**src/rtl/lab_cu_gen_if.sv**
```systemverilog
// Control-unit <-> datapath bundle: flags and opcode in, datapath strobes and debug state out.
interface lab_cu_gen_if #(parameter int OPW = 3);
  logic           enter, Aeq0, Apos;
  logic [OPW-1:0] IR;
  logic           IRload, PCload, JMPmux, Meminst, MemWr;
  logic [1:0]     Asel;
  logic           Aload, OutLoad;
  logic [2:0]     ALUop;
  logic           Halt;
  logic [4:0]     StateNo;

  // master = control unit, slave = datapath/operator side
  modport master (input  enter, Aeq0, Apos, IR,
                  output IRload, PCload, JMPmux, Meminst, MemWr, Asel, Aload, OutLoad,
                         ALUop, Halt, StateNo);
  modport slave  (output enter, Aeq0, Apos, IR,
                  input  IRload, PCload, JMPmux, Meminst, MemWr, Asel, Aload, OutLoad,
                         ALUop, Halt, StateNo);
endinterface

```
**src/rtl/lab_cu_gen.sv**
```systemverilog
// Multi-cycle control unit: START->FETCH->DECODE->EXEC_op->FETCH with programmable
// memory-read latency, optional 16-op table and optional resume from HALT.
module lab_cu_gen #(
  parameter int OPW         = 3,
  parameter int MEM_LAT     = 0,
  parameter int HALT_RESUME = 0
) (
  input  logic          clock,
  input  logic          reset,
  lab_cu_gen_if.master  bus
);
  localparam logic [4:0] S_START  = 5'h00;
  localparam logic [4:0] S_FETCH  = 5'h01;
  localparam logic [4:0] S_DECODE = 5'h02;
  localparam logic [4:0] S_EXEC   = 5'h10;

  localparam logic [3:0] OP_IN  = 4'h0, OP_STORE = 4'h1, OP_LOAD = 4'h2, OP_ADD = 4'h3,
                         OP_SUB = 4'h4, OP_JZ    = 4'h5, OP_JPOS = 4'h6, OP_HALT = 4'h7,
                         OP_AND = 4'h8, OP_OR    = 4'h9, OP_NOT  = 4'hA, OP_INC  = 4'hB,
                         OP_DEC = 4'hC, OP_OUT   = 4'hD, OP_JMP  = 4'hE;

  localparam logic [3:0] LAT = 4'(MEM_LAT);

  logic [4:0] r_state, w_next;
  logic [3:0] r_wcnt;
  logic [3:0] w_op, w_xop;
  logic       w_exec, w_memrd, w_done;
  logic       w_irload, w_pcload, w_jmpmux, w_meminst, w_memwr, w_aload, w_outload, w_halt;
  logic [1:0] w_asel;
  logic [2:0] w_aluop;

  assign w_op   = 4'(bus.IR);
  assign w_xop  = r_state[3:0];
  // with a 3-bit opcode, codes 5'h18..5'h1F are not legal states
  assign w_exec = r_state[4] && ((OPW > 3) || !r_state[3]);
  assign w_done = (r_wcnt == LAT);
  assign w_memrd = (r_state == S_FETCH) ||
                   (w_exec && (w_xop == OP_LOAD || w_xop == OP_ADD || w_xop == OP_SUB ||
                               w_xop == OP_AND  || w_xop == OP_OR));

  always_ff @(posedge clock or posedge reset) begin
    if (reset) begin
      r_state <= S_START;
      r_wcnt  <= 4'd0;
    end else begin
      r_state <= w_next;
      // leaving a read state always happens at LAT, so the counter never wraps
      r_wcnt  <= (w_memrd && w_next == r_state) ? r_wcnt + 4'd1 : 4'd0;
    end
  end

  always_comb begin
    w_next    = S_START;
    w_irload  = 1'b0;
    w_pcload  = 1'b0;
    w_jmpmux  = 1'b0;
    w_meminst = 1'b0;
    w_memwr   = 1'b0;
    w_asel    = 2'b00;
    w_aload   = 1'b0;
    w_outload = 1'b0;
    w_aluop   = 3'b111;
    w_halt    = 1'b0;
    case (r_state)
      S_START:  w_next = S_FETCH;
      S_FETCH: begin
        w_next   = w_done ? S_DECODE : S_FETCH;
        w_irload = w_done;
        w_pcload = w_done;
      end
      S_DECODE: begin
        w_meminst = 1'b1;
        w_next    = S_EXEC | {1'b0, w_op};
      end
      default: if (w_exec) begin
        w_next = S_FETCH;
        case (w_xop)
          OP_IN: begin
            w_asel  = 2'b10;
            w_aload = bus.enter;
            if (!bus.enter) w_next = r_state;
          end
          OP_STORE: begin
            w_meminst = 1'b1;
            w_memwr   = 1'b1;
          end
          OP_LOAD, OP_ADD, OP_SUB, OP_AND, OP_OR: begin
            w_meminst = 1'b1;
            w_aload   = w_done;
            if (!w_done) w_next = r_state;
            case (w_xop)
              OP_LOAD: w_asel  = 2'b01;
              OP_ADD:  w_aluop = 3'b000;
              OP_SUB:  w_aluop = 3'b001;
              OP_AND:  w_aluop = 3'b010;
              default: w_aluop = 3'b011;
            endcase
          end
          OP_JZ:   begin w_jmpmux = 1'b1; w_pcload = bus.Aeq0; end
          OP_JPOS: begin w_jmpmux = 1'b1; w_pcload = bus.Apos; end
          OP_HALT: begin
            w_halt = 1'b1;
            w_next = (HALT_RESUME != 0 && bus.enter) ? S_FETCH : r_state;
          end
          OP_NOT:  begin w_aluop = 3'b100; w_aload = 1'b1; end
          OP_INC:  begin w_aluop = 3'b101; w_aload = 1'b1; end
          OP_DEC:  begin w_aluop = 3'b110; w_aload = 1'b1; end
          OP_OUT:  w_outload = 1'b1;
          OP_JMP:  begin w_jmpmux = 1'b1; w_pcload = 1'b1; end
          default: ;
        endcase
      end
    endcase
  end

  assign bus.IRload  = w_irload;
  assign bus.PCload  = w_pcload;
  assign bus.JMPmux  = w_jmpmux;
  assign bus.Meminst = w_meminst;
  assign bus.MemWr   = w_memwr;
  assign bus.Asel    = w_asel;
  assign bus.Aload   = w_aload;
  assign bus.OutLoad = w_outload;
  assign bus.ALUop   = w_aluop;
  assign bus.Halt    = w_halt;
  assign bus.StateNo = r_state;
endmodule

```
**src/flat_wrapper.sv**
```systemverilog
// flat-port wrapper written by rule: the top's interface ports become plain ports
module lab_cu_gen_flat 
#(
  parameter int OPW         = 3,
  parameter int MEM_LAT     = 0,
  parameter int HALT_RESUME = 0
)
  (clock, reset, bus_enter, bus_Aeq0, bus_Apos, bus_IR, bus_IRload, bus_PCload, bus_JMPmux, bus_Meminst, bus_MemWr, bus_Asel, bus_Aload, bus_OutLoad, bus_ALUop, bus_Halt, bus_StateNo);
  lab_cu_gen_if #(.OPW(OPW)) bus_i ();
  input  logic clock;
  input  logic reset;
  input wire logic [$bits(bus_i.enter)-1:0] bus_enter;
  input wire logic [$bits(bus_i.Aeq0)-1:0] bus_Aeq0;
  input wire logic [$bits(bus_i.Apos)-1:0] bus_Apos;
  input wire logic [$bits(bus_i.IR)-1:0] bus_IR;
  output wire logic [$bits(bus_i.IRload)-1:0] bus_IRload;
  output wire logic [$bits(bus_i.PCload)-1:0] bus_PCload;
  output wire logic [$bits(bus_i.JMPmux)-1:0] bus_JMPmux;
  output wire logic [$bits(bus_i.Meminst)-1:0] bus_Meminst;
  output wire logic [$bits(bus_i.MemWr)-1:0] bus_MemWr;
  output wire logic [$bits(bus_i.Asel)-1:0] bus_Asel;
  output wire logic [$bits(bus_i.Aload)-1:0] bus_Aload;
  output wire logic [$bits(bus_i.OutLoad)-1:0] bus_OutLoad;
  output wire logic [$bits(bus_i.ALUop)-1:0] bus_ALUop;
  output wire logic [$bits(bus_i.Halt)-1:0] bus_Halt;
  output wire logic [$bits(bus_i.StateNo)-1:0] bus_StateNo;
  assign bus_i.enter = bus_enter;
  assign bus_i.Aeq0 = bus_Aeq0;
  assign bus_i.Apos = bus_Apos;
  assign bus_i.IR = bus_IR;
  assign bus_IRload = bus_i.IRload;
  assign bus_PCload = bus_i.PCload;
  assign bus_JMPmux = bus_i.JMPmux;
  assign bus_Meminst = bus_i.Meminst;
  assign bus_MemWr = bus_i.MemWr;
  assign bus_Asel = bus_i.Asel;
  assign bus_Aload = bus_i.Aload;
  assign bus_OutLoad = bus_i.OutLoad;
  assign bus_ALUop = bus_i.ALUop;
  assign bus_Halt = bus_i.Halt;
  assign bus_StateNo = bus_i.StateNo;
  lab_cu_gen #(.OPW(OPW), .MEM_LAT(MEM_LAT), .HALT_RESUME(HALT_RESUME)) u_core (.clock(clock), .reset(reset), .bus(bus_i));
endmodule
```
**config.mk**
```make
export PLATFORM = sky130hd
export DESIGN_NAME = lab_cu_gen_flat
export DESIGN_NICKNAME = d
export VERILOG_FILES = /design/src/rtl/lab_cu_gen_if.sv /design/src/rtl/lab_cu_gen.sv /design/src/flat_wrapper.sv
export SDC_FILE = /design/constraint.sdc
export NUM_CORES = 1
export LEC_CHECK = 0
export ABC_AREA = 1
export CAP_MARGIN = 0
export CORE_AREA = 10 10 57 59
export DETAILED_ROUTE_END_ITERATION = 16
export DIE_AREA = 0 0 67 69
export PLACE_DENSITY = 0.68
export REMOVE_ABC_BUFFERS = 1
export SETUP_SLACK_MARGIN = 0.15
export SYNTH_ARGS = -nofsm -noshare
export SYNTH_HDL_FRONTEND = slang
export SYNTH_SLANG_ARGS = --single-unit
```
**constraint.sdc**
```tcl
create_clock -name clock -period 2.1 [get_ports clock]
set_input_delay 0.525 -clock clock [delete_from_list [all_inputs] [get_ports clock]]
set_output_delay 0.525 -clock clock [all_outputs]
set_load 0.005 [all_outputs]
```
# Yosys cells after proc, flatten, opt, wreduce, memory -nomap -nowiden
# Cells that the tools add are included.
# op_classes
muxes,37
reduce_logical,19
eq_ne,17
addsub,1
# op_table
op,count
case mux 5 bit (3 select lines),2
== test 4 bit (second input constant),7
case mux 3 bit (4 select lines),2
2-to-1 mux 1 bit,19
== test 4 x 3 -> 1 bit (second input constant),4
2-to-1 mux 5 bit,3
OR reduction 3 bit,3
== test 4 x 2 -> 1 bit (second input constant),2
logical NOT 4 bit,2
2-to-1 mux 2 bit,3
2-to-1 mux 3 bit,2
case mux 1 bit (3 select lines),2
OR reduction 6 bit,1
== test 5 x 1 -> 1 bit (second input constant),1
== test 5 x 2 -> 1 bit (second input constant),1
== test 5 bit,1
logical NOT 5 bit,1
logical OR 1 bit,5
OR reduction 5 bit,1
adder 4 x 1 -> 4 bit (second input constant),1
== test 4 x 1 -> 1 bit (second input constant),1
2-to-1 mux 4 bit,1
case mux 1 bit (2 select lines),2
case mux 2 bit (2 select lines),1
3 further kinds,6
# totals
register_bits,9
input_bits,8
output_inout_bits,18
word_cells,76

# Depth between registers and ports, before layout
# depth
word_depth,9
ltp_mapped,12
ltp_nobuf,11

# Worst setup path before layout
# No wires, ideal clock.
# synth_timing
path_kind,register to output
from,"register u_core.r_state[3], in the netlist u_core.bus.StateNo[3]"
to,output bus_Meminst
arrival_time_ns,1.289
path_stages_with_launch,10
slack_ns,0.286
path_buffers,1
required_time_ns,1.575
path_cell_list,dfrtp_1 > buf_6 > nor2_2 > nand2_1 > and2_4 > nand2_4 > inv_2 > nor2_1 > nor2_1 > nand2_1
# synth_via
elab_chain_cells,5
elab_cells_between_ends,16
cone_classes,8 x eq/ne; 3 x mux; 5 x reduce/logical
# synth_rtl
item,line,rtl
start: declaration,lab_cu_gen.sv:24,"logic [4:0] r_state, w_next;"
start signal: assignment,lab_cu_gen.sv:46,r_state <= w_next;
== test 4 x 1 -> 1 bit (tied with other cells),lab_cu_gen.sv:77,case (w_xop)
OR reduction 6 bit (no line),-,
2-to-1 mux 1 bit,lab_cu_gen.sv:77,
2-to-1 mux 1 bit,lab_cu_gen.sv:75,default: if (w_exec) begin
case mux 1 bit (2 select lines) (*),lab_cu_gen.sv:64,case (r_state)
end: declaration,flat_wrapper.sv:19,output wire logic [$bits(bus_i.Meminst)-1:0] bus_Meminst;
# Every way passes the cells marked *; elsewhere a longest branch is shown, timed or not.

# Worst setup path after layout
# layout_timing
from,"register u_core.r_state[3], in the netlist u_core.bus.StateNo[3]"
to,output bus_ALUop[1]
# layout_via
elab_chain_cells,5
elab_cells_between_ends,19
cone_classes,10 x eq/ne; 4 x mux; 5 x reduce/logical
# layout_rtl
item,line,rtl
== test 4 bit (tied with other cells),"lab_cu_gen.sv:77, lab_cu_gen.sv:91",
case mux 3 bit (4 select lines) / OR reduction 5 bit (equally long branches),"lab_cu_gen.sv:91, lab_cu_gen.sv:77",
case mux 3 bit (4 select lines),lab_cu_gen.sv:77,
2-to-1 mux 3 bit,lab_cu_gen.sv:75,
2-to-1 mux 3 bit (*),lab_cu_gen.sv:64,
end: declaration,flat_wrapper.sv:24,output wire logic [$bits(bus_i.ALUop)-1:0] bus_ALUop;
# Marked as above.

==> flow_summary.json <==
{
  "skew_ns": 0.005388,
  "grt.overflow.total": 0,
  "cts.sinks": 9,
  "viasPerCell": 5.029,
  "routed_wirelength_um": 3866,
  "routedLengthMet1_um": 1446,
  "drt_first_pass_iters": 4,
  "die-width_um": 67,
  "drtIter0Drc": 94,
  "nets": 225,
  "initial_core_util_pct": 38.61,
  "routed.top_layer": "met4",
  "ys_async_sr_fraction_pct": 100.0,
  "core_um2": 2148,
  "cp_max_fo": 5,
  "max_freq_mhz": 459.6,
  "grt_max_degree": 10,
  "fin_ws_ns": -0.07561,
  "synth_top_area_share_pct": 27.15,
  "finalCritPeriodShare_pct": 103.6,
  "place.gp.congestion": 0.8676,
  "dpl_cell_area_um2": 1360,
  "num_vias": 1217,
  "final_cell_area_um2": 1723,
  "cp.arrival_ns": 1.65,
  "end_kind": "output port",
  "detailed_place_hpwl_um": 2235,
  "start_kind": "flip-flop",
  "ctsHoldBuffers": 0,
  "wl_met2_um": 1921,
  "grt_pass1_wl_um": 5382,
  "wl_per_cell_um": 15.98,
  "io_pins": 26,
  "cts_tree": "yes",
  "ys_seq_elements": 9,
  "worstSkewPairLatency_ns": 0.26,
  "violations": "negative setup slack",
  "powerDensity_nw_per_um2": 627.9,
  "finalHoldViolCount": 0,
  "synth_edf_count": 0,
  "antenna_cells": 0,
  "period_minus_slack_ns": 2.176,
  "synth.cell_area_um2": 829.5,
  "synth.most_common_cell": "nand2_1",
  "ys_top_cells_by_area": "dfrtp_1, nand2_1, inv_1",
  "ys_types": 27,
  "cts.reportedPaths.clkPinSlew_ns": 0.06,
  "rows": 17,
  "cts-root-buf": "clkbuf_4",
  "setup_viol": 5,
  "port-buffer-count": 24,
  "cts_inserted_buffers": 3,
  "status": "finished with violations",
  "synth.largest_area_cell": "dfrtp_1",
  "fin_util_pct": 80.20,
  "synth_area_per_cell_um2": 6.532,
  "yosysSeqAreaShare_pct": 27.15,
  "crit_type": "reg2out",
  "antenna_found_initial": 0,
  "leakagePower_nw": 0.9016,
  "synth_common_cells": "nand2_1, inv_1, nor2_1",
  "peakVddDrop_mv": 0.7068,
  "rsz0062_at_grt": "yes",
  "wl_met3_um": 223,
  "grt_pass1_vias": 1228,
  "drv_slew": 0,
  "die_h_um": 69,
  "required_ns": 1.57,
  "grt.total_usage_pct": 14.25,
  "n_fill_cell": 134,
  "max-clock-path-buffers": 2,
  "cts_max_level": 1,
  "drv_cap": 0,
  "hp-class": "in2async",
  "drc": 0,
  "fp.dieArea_um2": 4623,
  "syn_to_final_growth_pct": 107.7,
  "drive_gt1_share_pct": 61.21,
  "antenna_left": 0,
  "yosysWarnings": 0,
  "synth_ff_type": "dfrtp_1",
  "syn_inst": 127
}
## stage by stage
step	hold slack [ns]	instances	power [mW]	worst slack, ns	setup TNS (ns)
2_1_floorplan	0.3529	125	0.4286	0.2980	0
4_1_cts	0.5197	236	0.9455	-0.07305	-0.2152
3_5_place_dp	0.5236	214	0.6983	-0.2049	-1.321
6_report	0.5147	242	1.082	-0.07561	-0.2865
5_1_grt	0.5508	242	1.152	-0.1370	-0.7220
3_3_place_gp	0.5223	214	0.6885	-0.1875	-1.153
## metal layers
metal  vias up  global-route usage [%]
met5         -                       0
met4         0                   10.63
met3        26                   3.382
met2        60                   24.27
met1       564                   14.18
li1        567                       -
## final cells by class
type / instances / area, um2 / share of cell area (%)
Timing Repair Buffer: 85 / 716.9 / 41.61
Multi-Input combinational cell: 95 / 629.4 / 36.53
Sequential cell: 9 / 229.0 / 13.29
Inverter: 21 / 86.33 / 5.011
Tap cell: 28 / 35.03 / 2.033
Clock buffer: 4 / 26.28 / 1.525
## power by group
group / leakage [nW] / internal (mW) / switching, mW / total [mW]
clock: 0.0150 / 0.0728 / 0.0538 / 0.127
sequential: 0.116 / 0.193 / 0.0305 / 0.224
combinational: 0.770 / 0.378 / 0.353 / 0.732
total: 0.902 / 0.644 / 0.438 / 1.08
## flip-flops by register name (all words and copies together) (netlist names)
| name | flops |
|---|---|
| u_core.bus.StateNo | 5 |
| u_core.r_wcnt | 4 |
## worst max-delay path: stages (launching register included)
cell     delay (ns)
dfrtp_2        0.45
nor2_2         0.14
buf_4          0.12
nand2_2        0.05
and2_4         0.16
nand2_4        0.07
inv_4          0.04
nor2_4         0.09
buf_6          0.12
nand2_2        0.05
buf_6          0.11
## what timing repair did
action	CTS	global route
setup endpoints to repair	13	16
resized for setup	73	37
setup buffers	18	7
pin swaps	14	16
## layout by cell type, fill, tap and decap left out, drive strengths merged
cell           instances
xnor2                  1
nand3                  9
nand3b                 2
inv                   21
clkbuf                 5
dfrtp                  9
nand4                  1
nor3                   7
ha                     2
dlymetal6s2s           1
a21oi                  6
clkdlybuf4s50         11
xor2                   1
and2                   1
buf                   72
conb                   2
o21ai                  4
o31ai                  1
nor2                  20
o22ai                  1
nand2                 37
## cells by family (layout without fill, tap and decap cells)
family                     after synthesis  count (layout)  share of synthesized area [%]
buffers and inverters                   24             110                          12.67
other                                    1               2                         0.4521
adders and majority gates                2               2                          3.016
and+or+nand+nor                         77              77                          46.91
DFF                                      9               9                          27.15
xor gates and xnor gates                 2               2                          2.112
AOI/OAI and AO/OA                       12              12                          7.693
## final timing paths
| path | from | endpoint | slack [ns] | cells past startpoint |
|---|---|---|---|---|
| max | u_core.bus.StateNo[3] | bus_ALUop[1] | -0.08 | 10 |
| min | reset | u_core.r_wcnt[0] | 0.51 | 2 |
| max reg2reg | u_core.bus.StateNo[3] | u_core.r_wcnt[3] | 0.16 | 14 |
| min reg2reg | u_core.r_wcnt[0] | u_core.r_wcnt[0] | 0.54 | 2 |
| max in group asynchronous | reset | u_core.bus.StateNo[1] | 1.32 | 2 |
| min in group clock | u_core.r_wcnt[0] | u_core.r_wcnt[0] | 0.54 | 2 |
(Power assumes the default switching activity.)
